$ cat src/rtl/seg_scan_pkg.sv
// rtl/seg_scan_pkg.sv - shared types, segment table and parameter helper for seg_scan_display
package seg_scan_pkg;

   typedef enum logic [1:0] {
      IDLE  = 2'd0,
      SHIFT = 2'd1,
      DONE  = 2'd2
   } state_t;

   localparam logic [6:0] SEG_BLANK = 7'h00;

   // Index 0 holds the code for digit 0; bit0 = segment a ... bit6 = segment g.
   localparam logic [9:0][6:0] SEG7 = {
      7'h6F, 7'h7F, 7'h07, 7'h7D, 7'h6D,
      7'h66, 7'h4F, 7'h5B, 7'h06, 7'h3F
   };

   // BCD codes 10..15 cannot come out of the converter; they show nothing.
   function automatic logic [6:0] seg7_decode(input logic [3:0] digit);
      logic [6:0] code;
      code = SEG_BLANK;
      for (int i = 0; i < 10; i++) begin
         if (digit == 4'(i)) code = SEG7[i];
      end
      return code;
   endfunction

   // Smallest d with 10^d >= 2^width, i.e. enough digits for 2^width - 1.
   function automatic int min_digits(input int width);
      logic [255:0] pow2;
      logic [255:0] p10;
      int           d;
      pow2 = 256'd1 << width;
      p10  = 256'd1;
      d    = 0;
      for (int i = 0; i < 78; i++) begin
         if (p10 < pow2) begin
            p10 = p10 * 256'd10;
            d   = d + 1;
         end
      end
      return d;
   endfunction

endpackage

$ cat src/rtl/bin2bcd_seq.sv
// rtl/bin2bcd_seq.sv - sequential double-dabble binary to BCD converter with valid/ready input
module bin2bcd_seq
   import seg_scan_pkg::*;
#(
   parameter int DATA_W = 8,
   parameter int DIGITS = 3
) (
   input  logic                  clk,
   input  logic                  rst_n,
   input  logic [DATA_W-1:0]     bin_in,
   input  logic                  bin_valid,
   output logic                  bin_ready,
   output logic [4*DIGITS-1:0]   bcd_out,
   output logic                  bcd_valid,
   output logic                  bcd_load,
   output logic [4*DIGITS-1:0]   bcd_next
);

   localparam int CNT_W = $clog2(DATA_W + 1);
   localparam int BCD_W = 4 * DIGITS;

   state_t              state;
   state_t              state_nx;
   logic [DATA_W-1:0]   sh_bin;
   logic [BCD_W-1:0]    acc;
   logic [BCD_W-1:0]    acc_adj;
   logic [BCD_W-1:0]    acc_shl;
   logic [CNT_W-1:0]    cnt;
   logic                take;
   logic                last_bit;

   // Add-3 correction on every digit >= 5, then shift the next binary bit in.
   always_comb begin
      acc_adj = acc;
      for (int i = 0; i < DIGITS; i++) begin
         if (acc[4*i +: 4] >= 4'd5) acc_adj[4*i +: 4] = acc[4*i +: 4] + 4'd3;
      end
      acc_shl = {acc_adj[BCD_W-2:0], sh_bin[DATA_W-1]};
   end

   assign take      = (state == IDLE) && bin_valid;
   assign last_bit  = (state == SHIFT) && (cnt == CNT_W'(1));
   assign bin_ready = (state == IDLE);
   assign bcd_valid = (state == DONE);
   assign bcd_load  = last_bit;
   assign bcd_next  = acc_shl;

   // State register.
   always_ff @(posedge clk or negedge rst_n) begin
      if (!rst_n) state <= IDLE;
      else        state <= state_nx;
   end

   // Next-state: one accept, DATA_W shifts, one result cycle.
   always_comb begin
      state_nx = state;
      case (state)
         IDLE:    if (bin_valid) state_nx = SHIFT;
         SHIFT:   if (last_bit)  state_nx = DONE;
         DONE:    state_nx = IDLE;
         default: state_nx = IDLE;
      endcase
   end

   // Shift register, accumulator, bit counter and result register.
   always_ff @(posedge clk or negedge rst_n) begin
      if (!rst_n) begin
         sh_bin  <= '0;
         acc     <= '0;
         cnt     <= '0;
         bcd_out <= '0;
      end else if (take) begin
         sh_bin  <= bin_in;
         acc     <= '0;
         cnt     <= CNT_W'(DATA_W);
      end else if (state == SHIFT) begin
         acc     <= acc_shl;
         sh_bin  <= {sh_bin[DATA_W-2:0], 1'b0};
         cnt     <= cnt - CNT_W'(1);
         if (last_bit) bcd_out <= acc_shl;
      end
   end

endmodule

$ cat src/rtl/seg_scan_display.sv
// rtl/seg_scan_display.sv - scanned seven-segment display controller; LZ_BLANK_EN enables leading-zero blanking
module seg_scan_display
   import seg_scan_pkg::*;
#(
   parameter int DATA_W   = 8,
   parameter int DIGITS   = 3,
   parameter int SCAN_DIV = 1000
) (
   input  logic                  clk,
   input  logic                  rst_n,
   input  logic [DATA_W-1:0]     bin_in,
   input  logic                  bin_valid,
   output logic                  bin_ready,
   output logic [4*DIGITS-1:0]   bcd_out,
   output logic                  bcd_valid,
   output logic [6:0]            seg,
   output logic [DIGITS-1:0]     dig_sel
);

   localparam int PRE_W = $clog2(SCAN_DIV);
   localparam int IDX_W = (DIGITS > 1) ? $clog2(DIGITS) : 1;

   if (DATA_W < 4) begin : g_bad_width
      $error("seg_scan_display: DATA_W must be at least 4");
   end
   if (SCAN_DIV < 2) begin : g_bad_div
      $error("seg_scan_display: SCAN_DIV must be at least 2");
   end
   if (DIGITS < min_digits(DATA_W)) begin : g_bad_digits
      $error("seg_scan_display: DIGITS too small to hold 2^DATA_W-1");
   end

   logic                  bcd_load;
   logic [4*DIGITS-1:0]   bcd_next;
   logic [4*DIGITS-1:0]   disp;
   logic [PRE_W-1:0]      pre;
   logic                  pre_wrap;
   logic [IDX_W-1:0]      idx;
   logic [IDX_W-1:0]      idx_nx;
   logic [3:0]            cur_digit;
   logic                  blank;
   logic [6:0]            seg_nx;
   logic [DIGITS-1:0]     sel_nx;

   bin2bcd_seq #(
      .DATA_W (DATA_W),
      .DIGITS (DIGITS)
   ) u_conv (
      .clk       (clk),
      .rst_n     (rst_n),
      .bin_in    (bin_in),
      .bin_valid (bin_valid),
      .bin_ready (bin_ready),
      .bcd_out   (bcd_out),
      .bcd_valid (bcd_valid),
      .bcd_load  (bcd_load),
      .bcd_next  (bcd_next)
   );

   // Display register follows the converter result on the same edge as bcd_out.
   always_ff @(posedge clk or negedge rst_n) begin
      if (!rst_n)        disp <= '0;
      else if (bcd_load) disp <= bcd_next;
   end

   assign pre_wrap = (pre == PRE_W'(SCAN_DIV - 1));

   // Prescaler and digit index; free-running, untouched by conversions.
   always_ff @(posedge clk or negedge rst_n) begin
      if (!rst_n) begin
         pre <= '0;
         idx <= '0;
      end else begin
         pre <= pre_wrap ? '0 : pre + PRE_W'(1);
         idx <= idx_nx;
      end
   end

   // Digit index for the coming cycle and the BCD digit it selects.
   always_comb begin
      idx_nx = idx;
      if (pre_wrap) idx_nx = (idx == IDX_W'(DIGITS - 1)) ? '0 : idx + IDX_W'(1);
      cur_digit = 4'd0;
      for (int i = 0; i < DIGITS; i++) begin
         if (IDX_W'(i) == idx_nx) cur_digit = disp[4*i +: 4];
      end
   end

`ifdef LZ_BLANK_EN
   logic [IDX_W-1:0] msd;

   // Blank every digit above the most significant nonzero one; digit 0 always shows.
   always_comb begin
      msd = '0;
      for (int i = 0; i < DIGITS; i++) begin
         if (disp[4*i +: 4] != 4'd0) msd = IDX_W'(i);
      end
      blank = (idx_nx > msd);
   end
`else
   assign blank = 1'b0;
`endif

   assign seg_nx = blank ? SEG_BLANK : seg7_decode(cur_digit);
   assign sel_nx = DIGITS'(1) << idx_nx;

   // Register select and segments together so they always refer to the same digit.
   always_ff @(posedge clk or negedge rst_n) begin
      if (!rst_n) begin
         seg     <= SEG_BLANK;
         dig_sel <= DIGITS'(1);
      end else begin
         seg     <= seg_nx;
         dig_sel <= sel_nx;
      end
   end

endmodule

$ cat config.mk
export PLATFORM = sky130hd
export DESIGN_NAME = seg_scan_display
export DESIGN_NICKNAME = d
export VERILOG_FILES = /design/src/rtl/seg_scan_pkg.sv /design/src/rtl/bin2bcd_seq.sv /design/src/rtl/seg_scan_display.sv
export SDC_FILE = /design/constraint.sdc
export NUM_CORES = 1
export LEC_CHECK = 0
export CORE_ASPECT_RATIO = 2
export CORE_MARGIN = 3
export CORE_UTILIZATION = 50
export CTS_CLUSTER_DIAMETER = 50
export DETAILED_ROUTE_END_ITERATION = 8
export GPL_ROUTABILITY_DRIVEN = 0
export PLACE_DENSITY = 0.73
export SYNTH_ARGS = -nofsm -noshare
export SYNTH_HDL_FRONTEND = slang
export SYNTH_HIERARCHICAL = 1
export SYNTH_SLANG_ARGS = --single-unit
$ cat constraint.sdc
create_clock -name clk -period 5.4 [get_ports clk]
set_input_delay 0.54 -clock clk [delete_from_list [all_inputs] [get_ports clk]]
set_output_delay 0.54 -clock clk [all_outputs]
set_load 0.005 [all_outputs]
== Word level (Yosys, flattened, before mapping) ==
Index checks and enable logic that the tools add are counted.
Word-level totals
  bits in registers: 72
  bits of input ports: 11
  output and inout bits: 24
  word-level logic and storage cells: 75
Operators by class
  add/sub/neg operators: 6
  magnitude comparators: 3
  equality and inequality tests: 18
  shift operators: 1
  multiplexer cells: 28
  bitwise gates (word level): 1
  reduce and logical (&&, ||, !) cells: 8
Operators by type and width (count)
  2-to-1 mux 7 bit: 8
  2-to-1 mux 4 bit: 7
  2-to-1 mux 12 bit: 2
  equality test 4 x 3 -> 1 bit (second input constant): 4
  2-to-1 mux 8 bit: 2
  >= comparator 4 x 3 -> 1 bit (second input constant): 3
  2-to-1 mux 6 bit: 2
  adder 10 x 1 -> 10 bit (second input constant): 1
  equality test 10 bit (second input constant): 1
  2-to-1 mux 10 bit: 1
  adder 4 x 2 -> 4 bit (second input constant): 2
  equality test 4 x 1 -> 1 bit (second input constant): 2
  equality test 4 x 2 -> 1 bit (second input constant): 2
  equality test 4 bit (second input constant): 2
  2-to-1 mux 2 bit: 4
  equality test 2 bit (second input constant): 2
  logical NOT 2 bit: 2
  logical NOT 4 bit: 1
  != test 2 bit (second input constant): 2
  one-hot mux 2 bit (2 select lines): 1
  subtractor 4 x 1 -> 4 bit (second input constant): 1
  adder 3 x 2 -> 3 bit (second input constant): 1
  2-to-1 mux 3 bit: 1
  AND reduction 3 bit: 1
  other kinds (9): 10

== Depth between registers and ports, before layout ==
Gate-level depths: netlist (run 1).
  word-level depth: 18
  mapped depth: 9
  depth with buffers taken out: 7

== Cells and area by module ==
Netlist (run 1), hierarchy kept.
Modules (own cells, without submodules)
  bin2bcd_seq: times used 1, cells each 170, area an instance 1899.3 µm², sequential area each 950.9 µm²
  seg_scan_display: times used 1, cells each 154, area an instance 1677.9 µm², sequential area each 852.1 µm²

== Worst setup path after synthesis (run 1) ==
Ideal clock, no wire load.
  path type: register to register
  from: register pre[0]
  to: register seg[0]
  library setup time: 0.131 ns
  arrival time: 2.080 ns
  required time: 5.269 ns
  setup slack: 3.189 ns
  cell stages (with the launch flop): 9
  path buffers: 1
  period minus slack after synthesis: 2.211 ns
  path through: dfrtp_1 > ha_1 > and4b_4 > and3_4 > buf_6 > a22o_1 > a211o_1 > nor4_4 > nor3_1
Between the ends
  word-level cells in the longest chain between the ends: 17
  elaborated cells between the ends (all ways): 28
  those cells by class: 12 x eq/ne; 14 x mux; 2 x reduce/logical
RTL lines
  start: declaration: RTL line seg_scan_display.sv:36  | logic [PRE_W-1:0] pre;
  start signal: assignment: RTL line seg_scan_display.sv:74  | pre <= pre_wrap ? '0 : pre + PRE_W'(1);
  equality test 10 bit *: RTL line seg_scan_display.sv:66  | assign pre_wrap = (pre == PRE_W'(SCAN_DIV - 1));
  2-to-1 mux 2 bit *: RTL line seg_scan_display.sv:82  | if (pre_wrap) idx_nx = (idx == IDX_W'(DIGITS - 1)) ? '0 : idx + IDX_W'(1);
  logical NOT 2 bit: RTL line seg_scan_display.sv:85  | if (IDX_W'(i) == idx_nx) cur_digit = disp[4*i +: 4];
  2-to-1 mux 4 bit (2 in a row): RTL line seg_scan_display.sv:85
  2-to-1 mux 4 bit *: RTL line seg_scan_display.sv:85
  logical NOT 4 bit: RTL line seg_scan_pkg.sv:23  | if (digit == 4'(i)) code = SEG7[i];
  2-to-1 mux 6 bit (2 in a row): RTL line seg_scan_pkg.sv:23
  2-to-1 mux 7 bit (7 in a row): RTL line seg_scan_pkg.sv:23
  2-to-1 mux 7 bit *: RTL line seg_scan_pkg.sv:23
  via seg_nx[0]: RTL line seg_scan_display.sv:42  | logic [6:0] seg_nx;
  end signal: assignment: RTL line seg_scan_display.sv:113  | seg <= seg_nx;
  end: declaration: RTL line seg_scan_display.sv:16  | output logic [6:0] seg,
Mark *: on every way through the listed nets, which the timed path passes. The rest lies on a longest branch.
A chain may end at the register's enable or synchronous reset.

== Worst setup path in the final report (run 1) ==
Ends and elaborated chain as after synthesis.

==> flow_results.xml, run 1 <==
<?xml version="1.0" encoding="UTF-8"?>
<metrics>
  <group name="clock_tree">
    <metric name="clock_latency" unit="ns">0.33</metric>
    <metric name="ctsLongestPathBuffers" unit="">2</metric>
    <metric name="cts-htree-levels" unit="">3</metric>
    <metric name="tritoncts.num_buffers" unit="">9</metric>
    <metric name="clock_pin_slew_reported_for_the_worst_setup_and_hold_paths_after_clock_tree_synthesis" unit="ns">0.06</metric>
    <metric name="post_cts_hold_buffer_count" unit="">0</metric>
    <metric name="cts.sink_count" unit="">72</metric>
    <metric name="post-cts-setup-buffer-count" unit="">0</metric>
    <metric name="clk_root_buf" unit="">sky130_fd_sc_hd__clkbuf_16</metric>
    <metric name="tritoncts" unit="">done</metric>
    <metric name="cts_repair_resize_count" unit="">0</metric>
  </group>
  <group name="status">
    <metric name="status" unit="">finished, final reports clean</metric>
  </group>
  <group name="place">
    <metric name="inst_count_dp" unit="">437</metric>
    <metric name="dp.final_hpwl" unit="mm">5.14</metric>
    <metric name="post_dp_cell_area" unit="sq mm">0.00395</metric>
    <metric name="dp_slack" unit="ns">3.09</metric>
    <metric name="port-buffer-count" unit="">34</metric>
  </group>
  <group name="critical_path">
    <metric name="critical-path-slowest-cell" unit="">sky130_fd_sc_hd__dfrtp_1</metric>
    <metric name="r2r_start" unit="">pre[0]$_DFF_PN0_</metric>
    <metric name="r2r_slack" unit="ns">3.08</metric>
    <metric name="r2r.worst_path.cells" unit="">7</metric>
    <metric name="end_kind" unit="">flip-flop</metric>
    <metric name="critPathKind" unit="">flip-flop to flip-flop</metric>
    <metric name="worstPathCellList" unit="">ha_1 -&gt; and4b_4 -&gt; and3_4 -&gt; a22o_1 -&gt; a211o_1 -&gt; nor4_4 -&gt; nor3_1</metric>
    <metric name="critical_path.max_stage_delay" unit="ns">0.41</metric>
    <metric name="worst_setup_path_start_kind" unit="">flip-flop</metric>
    <metric name="reg2reg_to" unit="">seg[0]$_DFF_PN0_</metric>
    <metric name="required" unit="ns">5.60</metric>
    <metric name="critPathArrivalTime" unit="ns">2.52</metric>
    <metric name="worst-path-max-fanout" unit="">15</metric>
  </group>
  <group name="route">
    <metric name="vias" unit="">2555</metric>
    <metric name="ant_nets" unit="">0</metric>
    <metric name="drt_iter0_drc" unit="">141</metric>
    <metric name="wl_per_cell" unit="um">15.6</metric>
    <metric name="number_of_vias_per_cell_after_detailed_routing" unit="">5.64</metric>
    <metric name="postRouteWirelength" unit="mm">7.07</metric>
    <metric name="drt_drc_violations_left" unit="">0</metric>
    <metric name="firstDrtPassIters" unit="">4</metric>
  </group>
  <group name="die">
    <metric name="initial_utilization" unit="%">51.5</metric>
    <metric name="rows" unit="">43</metric>
    <metric name="fp.dieH" unit="um">126</metric>
    <metric name="fp.dieW" unit="um">65.8</metric>
    <metric name="design.core.area" unit="sq mm">0.00694</metric>
    <metric name="ioPinCount" unit="">35</metric>
    <metric name="die_area" unit="sq mm">0.00827</metric>
  </group>
  <group name="yosys">
    <metric name="post_synth_inst_count" unit="">324</metric>
    <metric name="synth-main-ff-cell" unit="">sky130_fd_sc_hd__dfrtp_1</metric>
    <metric name="sequential_cell_area_fraction_in_the_yosys_report" unit="%">50.4</metric>
    <metric name="asyncSetResetFlopFracSynth" unit="%">100</metric>
    <metric name="mappedNetlistArea" unit="sq mm">0.00358</metric>
    <metric name="count_of_cell_types_in_the_netlist" unit="">51</metric>
    <metric name="number_of_flops_mapped_to_enable_cells_by_yosys" unit="">0</metric>
    <metric name="synth_fp_nets" unit="">344</metric>
    <metric name="post_synthesis_register_bit_count" unit="">72</metric>
    <metric name="synth_area_per_cell" unit="sq um">11.0</metric>
    <metric name="number_of_synthesis_warnings" unit="">6</metric>
  </group>
  <group name="global_routing">
    <metric name="grt_start_max_net_pins" unit="">73</metric>
    <metric name="vias_in_the_first_global_route" unit="">2685</metric>
    <metric name="grt.total_usage" unit="%">19.8</metric>
    <metric name="initial_antenna_violation_count" unit="">0</metric>
    <metric name="grt_pass1_wl" unit="mm">12.6</metric>
    <metric name="globalRouteOverflowTotal" unit="">0</metric>
  </group>
  <group name="timing">
    <metric name="grt_setup_unrepaired" unit="">false</metric>
    <metric name="final.setup.worst_slack" unit="ns">3.08</metric>
    <metric name="clock-skew-final" unit="ns">0.00495</metric>
    <metric name="finalWorstPathRequiredPeriod" unit="ns">2.32</metric>
    <metric name="final.hold.worst_slack" unit="ns">0.409</metric>
    <metric name="drv_slew" unit="">0</metric>
    <metric name="timing.setup.tns" unit="ns">0</metric>
    <metric name="max_freq" unit="MHz">431</metric>
    <metric name="slew_worst_pin" unit="ns">0.982</metric>
    <metric name="final_min_period_over_clock_period" unit="%">43.0</metric>
    <metric name="timing.final.hold_violations" unit="">0</metric>
    <metric name="max_slew_margin" unit="%">34.5</metric>
    <metric name="final_setup_vio_count" unit="">0</metric>
  </group>
  <group name="cells_and_area">
    <metric name="num-nets-final" unit="">378</metric>
    <metric name="multiInputGateArea" unit="sq mm">0.00163</metric>
    <metric name="instances_no_fill" unit="">453</metric>
    <metric name="final-seq-area" unit="sq mm">0.00180</metric>
    <metric name="antenna_cell_count" unit="">0</metric>
    <metric name="fin_area" unit="sq mm">0.00423</metric>
    <metric name="layout_commonest_cell" unit="">sky130_fd_sc_hd__dfrtp_1</metric>
    <metric name="share_of_post_route_cells_with_drive_strength_above_1" unit="%">16.8</metric>
    <metric name="area_growth_from_synthesis_to_final_layout" unit="%">18.3</metric>
    <metric name="layout_common_cells" unit="">sky130_fd_sc_hd__dfrtp_1, sky130_fd_sc_hd__nand2_1, sky130_fd_sc_hd__clkdlybuf4s50_1</metric>
    <metric name="nFillCells" unit="">573</metric>
  </group>
  <group name="pwr">
    <metric name="vdd_drop_max" unit="mV">0.299</metric>
    <metric name="p_per_area" unit="mW/mm^2">565</metric>
    <metric name="leakage_dissipation" unit="nW">1.89</metric>
  </group>
  <group name="worst_hold_path">
    <metric name="hold_class" unit="">input port to async pin</metric>
  </group>
  <group name="flow_run">
    <metric name="cap_violations" unit="">0</metric>
  </group>
</metrics>
how the worst max path moves through the flow:
stage	from	end	slack [ns]
2_1_floorplan	pre[0]$_DFF_PN0_	seg[0]$_DFF_PN0_	3.19
3_3_place_gp	pre[0]$_DFF_PN0_	seg[0]$_DFF_PN0_	3.16
3_5_place_dp	pre[0]$_DFF_PN0_	seg[0]$_DFF_PN0_	3.09
4_1_cts	pre[0]$_DFF_PN0_	seg[0]$_DFF_PN0_	3.08
5_1_grt	idx[1]$_DFF_PN0_	seg[0]$_DFF_PN0_	2.96
6_report	pre[0]$_DFF_PN0_	seg[0]$_DFF_PN0_	3.08
cells in the mapped netlist (2+ instances only):
library cell | count | area [sq um]
sky130_fd_sc_hd__o21ai_1 | 2 | 10.0
sky130_fd_sc_hd__and3_2 | 2 | 15.0
sky130_fd_sc_hd__a22o_1 | 12 | 105
sky130_fd_sc_hd__nor3b_1 | 3 | 22.5
sky130_fd_sc_hd__nor3_1 | 5 | 25.0
sky130_fd_sc_hd__mux2i_1 | 4 | 40.0
sky130_fd_sc_hd__ha_1 | 9 | 113
sky130_fd_sc_hd__nand2b_1 | 7 | 43.8
sky130_fd_sc_hd__mux2_4 | 9 | 135
sky130_fd_sc_hd__buf_2 | 3 | 15.0
sky130_fd_sc_hd__clkbuf_1 | 3 | 11.3
sky130_fd_sc_hd__dfrtp_1 | 71 | 1780
sky130_fd_sc_hd__nor2_1 | 10 | 37.5
sky130_fd_sc_hd__a21oi_2 | 4 | 35.0
sky130_fd_sc_hd__mux2_2 | 12 | 135
sky130_fd_sc_hd__xor2_1 | 3 | 26.3
sky130_fd_sc_hd__nand3_1 | 5 | 25.0
sky130_fd_sc_hd__xnor2_1 | 5 | 43.8
sky130_fd_sc_hd__a211oi_2 | 2 | 25.0
sky130_fd_sc_hd__a21oi_1 | 20 | 100
sky130_fd_sc_hd__o21ai_0 | 26 | 130
sky130_fd_sc_hd__inv_1 | 14 | 52.6
sky130_fd_sc_hd__a211o_1 | 3 | 26.3
sky130_fd_sc_hd__buf_6 | 4 | 45.0
sky130_fd_sc_hd__nor2b_1 | 5 | 31.3
sky130_fd_sc_hd__a22oi_1 | 7 | 52.6
sky130_fd_sc_hd__nand2_1 | 48 | 180
sky130_fd_sc_hd__and3_4 | 2 | 22.5
sky130_fd_sc_hd__a211oi_4 | 2 | 40.0
worst max-delay path: cells and delay by family, from the launching register on:
kind                     cells  cell delay, ns
AND/OR/NAND/NOR              4            0.89
AO/OA/AOI/OAI                2            0.65
flip-flops                   1            0.41
adder cells (fa/ha/maj)      1            0.24
cell families (layout without fill, tap and decap cells):
logic type	Yosys count	in the layout	synth area share, %
compound gates	86	86	16.8
simple gates	97	97	14.9
xor+xnor	8	8	1.96
fa+ha+maj	9	9	3.15
flops	72	72	50.4
buf+inv	27	66	4.09
mux	25	25	8.67
power breakdown:
part / switching (mW) / leakage [nW] / total, mW / internal [mW]
logic: 0.438 / 0.849 / 0.925 / 0.487
registers: 0.171 / 0.902 / 0.902 / 0.731
clock network: 0.208 / 0.140 / 0.563 / 0.355
total: 0.817 / 1.89 / 2.39 / 1.57
state kept, by name (all words and copies together) (netlist names), 3 cells and up:
signal	count
dig_sel	3
disp	12
u_conv/sh_bin	8
u_conv/bcd_out	12
pre	10
u_conv/cnt	4
u_conv/acc	12
seg	7
stage by stage:
| step | total power [mW] | utilization [%] |
|---|---|---|
| final | 2.39 | 61.0 |
| after global placement | 1.80 | 56.9 |
| after floorplan | 1.54 | - |
| after CTS | 2.42 | 61.0 |
| after detailed placement | 1.84 | 56.9 |
| after global routing | 2.56 | 61.0 |
routing by layer:
layer / track usage, % / part of all wire [%]
met1: 21.4 / 36
met2: 34.7 / 57
met3: 4.91 / 2.9
met4: 10.0 / 3.6
met5: 0 / 0
area by class of cell:
| class | instances | area share (%) |
|---|---|---|
| clock buffer | 12 | 5.59 |
| clock inverter | 4 | 1.06 |
| inverter | 15 | 1.51 |
| multi-input combinational | 225 | 38.5 |
| sequential | 72 | 42.6 |
| tap | 90 | 2.66 |
| timing repair buffer | 35 | 8.10 |
Power figures use the tool's default switching activity.
==> inputs of run 2 (changes only) <==
clock period = 2.4 ns   (was 5.4 ns; I/O delays follow)
==> run 2 against run 1 <==
Against the previous run:
- die area did not move
- sequential cell count stayed put
- global-route usage decreased by 0.25 points
- first-iteration DRC count down 5.0%
- final area rose by 1.4%
==> flow_results.xml, run 2 (synthesis results as in run 1) <==
<?xml version="1.0" encoding="UTF-8"?>
<metrics>
  <group name="critical_path">
    <metric name="critPathArrivalTime" unit="ns">2.52</metric>
    <metric name="critPathKind" unit="">flip-flop to flip-flop</metric>
    <metric name="worst_setup_path_start_kind" unit="">flip-flop</metric>
    <metric name="end_kind" unit="">flip-flop</metric>
    <metric name="worst-path-max-fanout" unit="">15</metric>
    <metric name="startpoint" unit="">pre[0]$_DFF_PN0_</metric>
    <metric name="required" unit="ns">2.61</metric>
    <metric name="r2r_slack" unit="ns">0.09</metric>
    <metric name="worstSetupEndpoint" unit="">seg[0]$_DFF_PN0_</metric>
    <metric name="reg2reg_to" unit="">seg[0]$_DFF_PN0_</metric>
    <metric name="r2r_start" unit="">pre[0]$_DFF_PN0_</metric>
    <metric name="r2r.worst_path.cells" unit="">7</metric>
  </group>
  <group name="die">
    <metric name="fp.dieW" unit="um">65.8</metric>
    <metric name="initial_utilization" unit="%">51.5</metric>
    <metric name="rows" unit="">43</metric>
    <metric name="fp.dieH" unit="um">126</metric>
    <metric name="design.core.area" unit="sq mm">0.00694</metric>
    <metric name="die_area" unit="sq mm">0.00827</metric>
    <metric name="ioPinCount" unit="">35</metric>
  </group>
  <group name="cells_and_area">
    <metric name="reg_top3" unit="">disp (12), u_conv/acc (12), u_conv/bcd_out (12)</metric>
    <metric name="layout_common_cells" unit="">sky130_fd_sc_hd__dfrtp_1, sky130_fd_sc_hd__nand2_1, sky130_fd_sc_hd__clkdlybuf4s50_1</metric>
    <metric name="antenna_cell_count" unit="">0</metric>
    <metric name="final_core_util" unit="%">61.8</metric>
    <metric name="layout_commonest_cell" unit="">sky130_fd_sc_hd__dfrtp_1</metric>
    <metric name="share_of_post_route_cells_with_drive_strength_above_1" unit="%">19.0</metric>
    <metric name="nFillCells" unit="">543</metric>
    <metric name="area_growth_from_synthesis_to_final_layout" unit="%">19.9</metric>
    <metric name="num-nets-final" unit="">384</metric>
  </group>
  <group name="route">
    <metric name="vias" unit="">2507</metric>
    <metric name="drt_drc_violations_left" unit="">0</metric>
    <metric name="wl_per_cell" unit="um">15.5</metric>
    <metric name="postRouteWirelength" unit="mm">7.10</metric>
    <metric name="drt_iter0_drc" unit="">134</metric>
    <metric name="firstDrtPassIters" unit="">4</metric>
    <metric name="number_of_vias_per_cell_after_detailed_routing" unit="">5.46</metric>
    <metric name="ant_nets" unit="">0</metric>
  </group>
  <group name="timing">
    <metric name="max_freq" unit="MHz">432</metric>
    <metric name="final_min_period_over_clock_period" unit="%">96.4</metric>
    <metric name="final_setup_vio_count" unit="">0</metric>
    <metric name="grt_setup_unrepaired" unit="">false</metric>
    <metric name="timing.final.hold_violations" unit="">0</metric>
    <metric name="max_slew_margin" unit="%">55.5</metric>
    <metric name="slew_worst_pin" unit="ns">0.667</metric>
    <metric name="finalWorstPathRequiredPeriod" unit="ns">2.31</metric>
    <metric name="drv_slew" unit="">0</metric>
    <metric name="timing.setup.tns" unit="ns">0</metric>
    <metric name="clock-skew-final" unit="ns">0.00892</metric>
  </group>
  <group name="global_routing">
    <metric name="grt.total_usage" unit="%">19.6</metric>
    <metric name="met1_track_utilization_from_global_routing" unit="%">21.4</metric>
    <metric name="grt_start_max_net_pins" unit="">31</metric>
    <metric name="initial_antenna_violation_count" unit="">0</metric>
    <metric name="vias_in_the_first_global_route" unit="">2583</metric>
    <metric name="grt_util_met2" unit="%">33.7</metric>
    <metric name="globalRouteOverflowTotal" unit="">0</metric>
    <metric name="globalRouteMet3Util" unit="%">3.48</metric>
    <metric name="grt_pass1_wl" unit="mm">12.3</metric>
    <metric name="grt-busiest-layer" unit="">met2</metric>
  </group>
  <group name="clock_tree">
    <metric name="cts-htree-levels" unit="">3</metric>
    <metric name="tritoncts.num_buffers" unit="">9</metric>
    <metric name="ctsLongestPathBuffers" unit="">2</metric>
    <metric name="post-cts-setup-buffer-count" unit="">0</metric>
    <metric name="clock_pin_slew_reported_for_the_worst_setup_and_hold_paths_after_clock_tree_synthesis" unit="ns">0.06</metric>
    <metric name="cts.sink_count" unit="">72</metric>
    <metric name="clock_latency" unit="ns">0.34</metric>
    <metric name="clk_root_buf" unit="">sky130_fd_sc_hd__clkbuf_16</metric>
    <metric name="tritoncts" unit="">done</metric>
  </group>
  <group name="pwr">
    <metric name="leakage_dissipation" unit="nW">1.92</metric>
    <metric name="vdd_drop_max" unit="mV">0.685</metric>
    <metric name="p_per_area" unit="mW/mm^2">1250</metric>
  </group>
  <group name="worst_hold_path">
    <metric name="hold_class" unit="">input port to async pin</metric>
  </group>
  <group name="place">
    <metric name="dp.final_hpwl" unit="mm">5.18</metric>
    <metric name="port-buffer-count" unit="">34</metric>
  </group>
  <group name="status">
    <metric name="status" unit="">finished, final reports clean</metric>
  </group>
  <group name="flow_run">
    <metric name="cap_violations" unit="">0</metric>
  </group>
</metrics>
-- run 2: cell types whose count changed in the layout (fill, tap and decap cells not counted), sizes merged --
cell	before	now
bufinv	1	0
clkinv	3	5
clkinvlp	0	1
dlygate4sd3	0	1
clkbuf	12	10
buf	2	7
-- run 2: worst min path at each step --
stage | cells past startpoint | to | slack, ns | startpoint
floorplan | 0 | dig_sel[1]$_DFF_PN0_ | -0.06 | rst_n
global placement | 1 | pre[5]$_DFF_PN0_ | 0.32 | rst_n
detailed placement | 1 | pre[5]$_DFF_PN0_ | 0.32 | rst_n
CTS | 2 | u_conv/sh_bin[2]$_DFFE_PN0P_ | 0.49 | u_conv/sh_bin[2]$_DFFE_PN0P_
global route | 1 | pre[0]$_DFF_PN0_ | 0.51 | pre[0]$_DFF_PN0_
finish | 2 | pre[9]$_DFF_PN0_ | 0.47 | rst_n
-- run 2: layout make-up --
cell class / instances / area [sq um] / area share, %
Sequential cell: 72 / 1800 / 42.0
Clock buffer: 10 / 229 / 5.34
Clock inverter: 6 / 36.3 / 0.846
Timing Repair Buffer: 41 / 403 / 9.39
Inverter: 15 / 63.8 / 1.49
Tap cell: 90 / 113 / 2.63
Multi-Input combinational cell: 225 / 1640 / 38.3
-- run 2: what timing repair did --
item,CTS,global route
endpoints found under the setup margin,0,2
hold endpoints to repair,26,0
resized for setup,0,2
hold buffers,1,0
-- run 2: routing by layer --
| metal | vias to the layer above | part of all wire (%) |
|---|---|---|
| li1 | 1215 | - |
| met1 | 1227 | 38 |
| met2 | 50 | 57 |
| met3 | 15 | 2.4 |
| met4 | 0 | 3.1 |
| met5 | - | 0 |
-- run 2: metrics by stage --
step | worst slack, ns | total power [mW] | hold WS (ns) | std cells | instance area, sq um
after CTS | 0.0840 | 5.39 | 0.488 | 459 | 4280
final | 0.0862 | 5.36 | 0.471 | 459 | 4290
after global routing | 0.00132 | 5.73 | 0.509 | 459 | 4290
after floorplan | 0.189 | 3.47 | -0.0556 | 324 | 3580
after detailed placement | 0.0976 | 4.18 | 0.317 | 442 | 4000
after global placement | 0.161 | 4.11 | 0.318 | 442 | 4000
-- run 2: power by group --
group          internal, mW  total [mW]  switching, mW  leakage [nW]
Combinational          1.14        2.18           1.03         0.884
Clock                 0.693        1.19          0.501         0.132
Sequential             1.65        1.99          0.346         0.902
Total                  3.48        5.36           1.88          1.92
-- run 2: worst max-delay path: stages, from the launching register on --
cell and delay [ns]:
sky130_fd_sc_hd__dfrtp_1 0.40, sky130_fd_sc_hd__ha_1 0.24, sky130_fd_sc_hd__and4b_4 0.24, sky130_fd_sc_hd__and3_4 0.23
sky130_fd_sc_hd__a22o_1 0.28, sky130_fd_sc_hd__a211o_4 0.38, sky130_fd_sc_hd__nor4_4 0.30, sky130_fd_sc_hd__nor3_1 0.10
==> inputs of run 3 (changes only) <==
GPL_ROUTABILITY_DRIVEN = unset   (was 0)
==> results of run 3 <==
No change in the layout: final DEF, timing and power equal those of run 2.
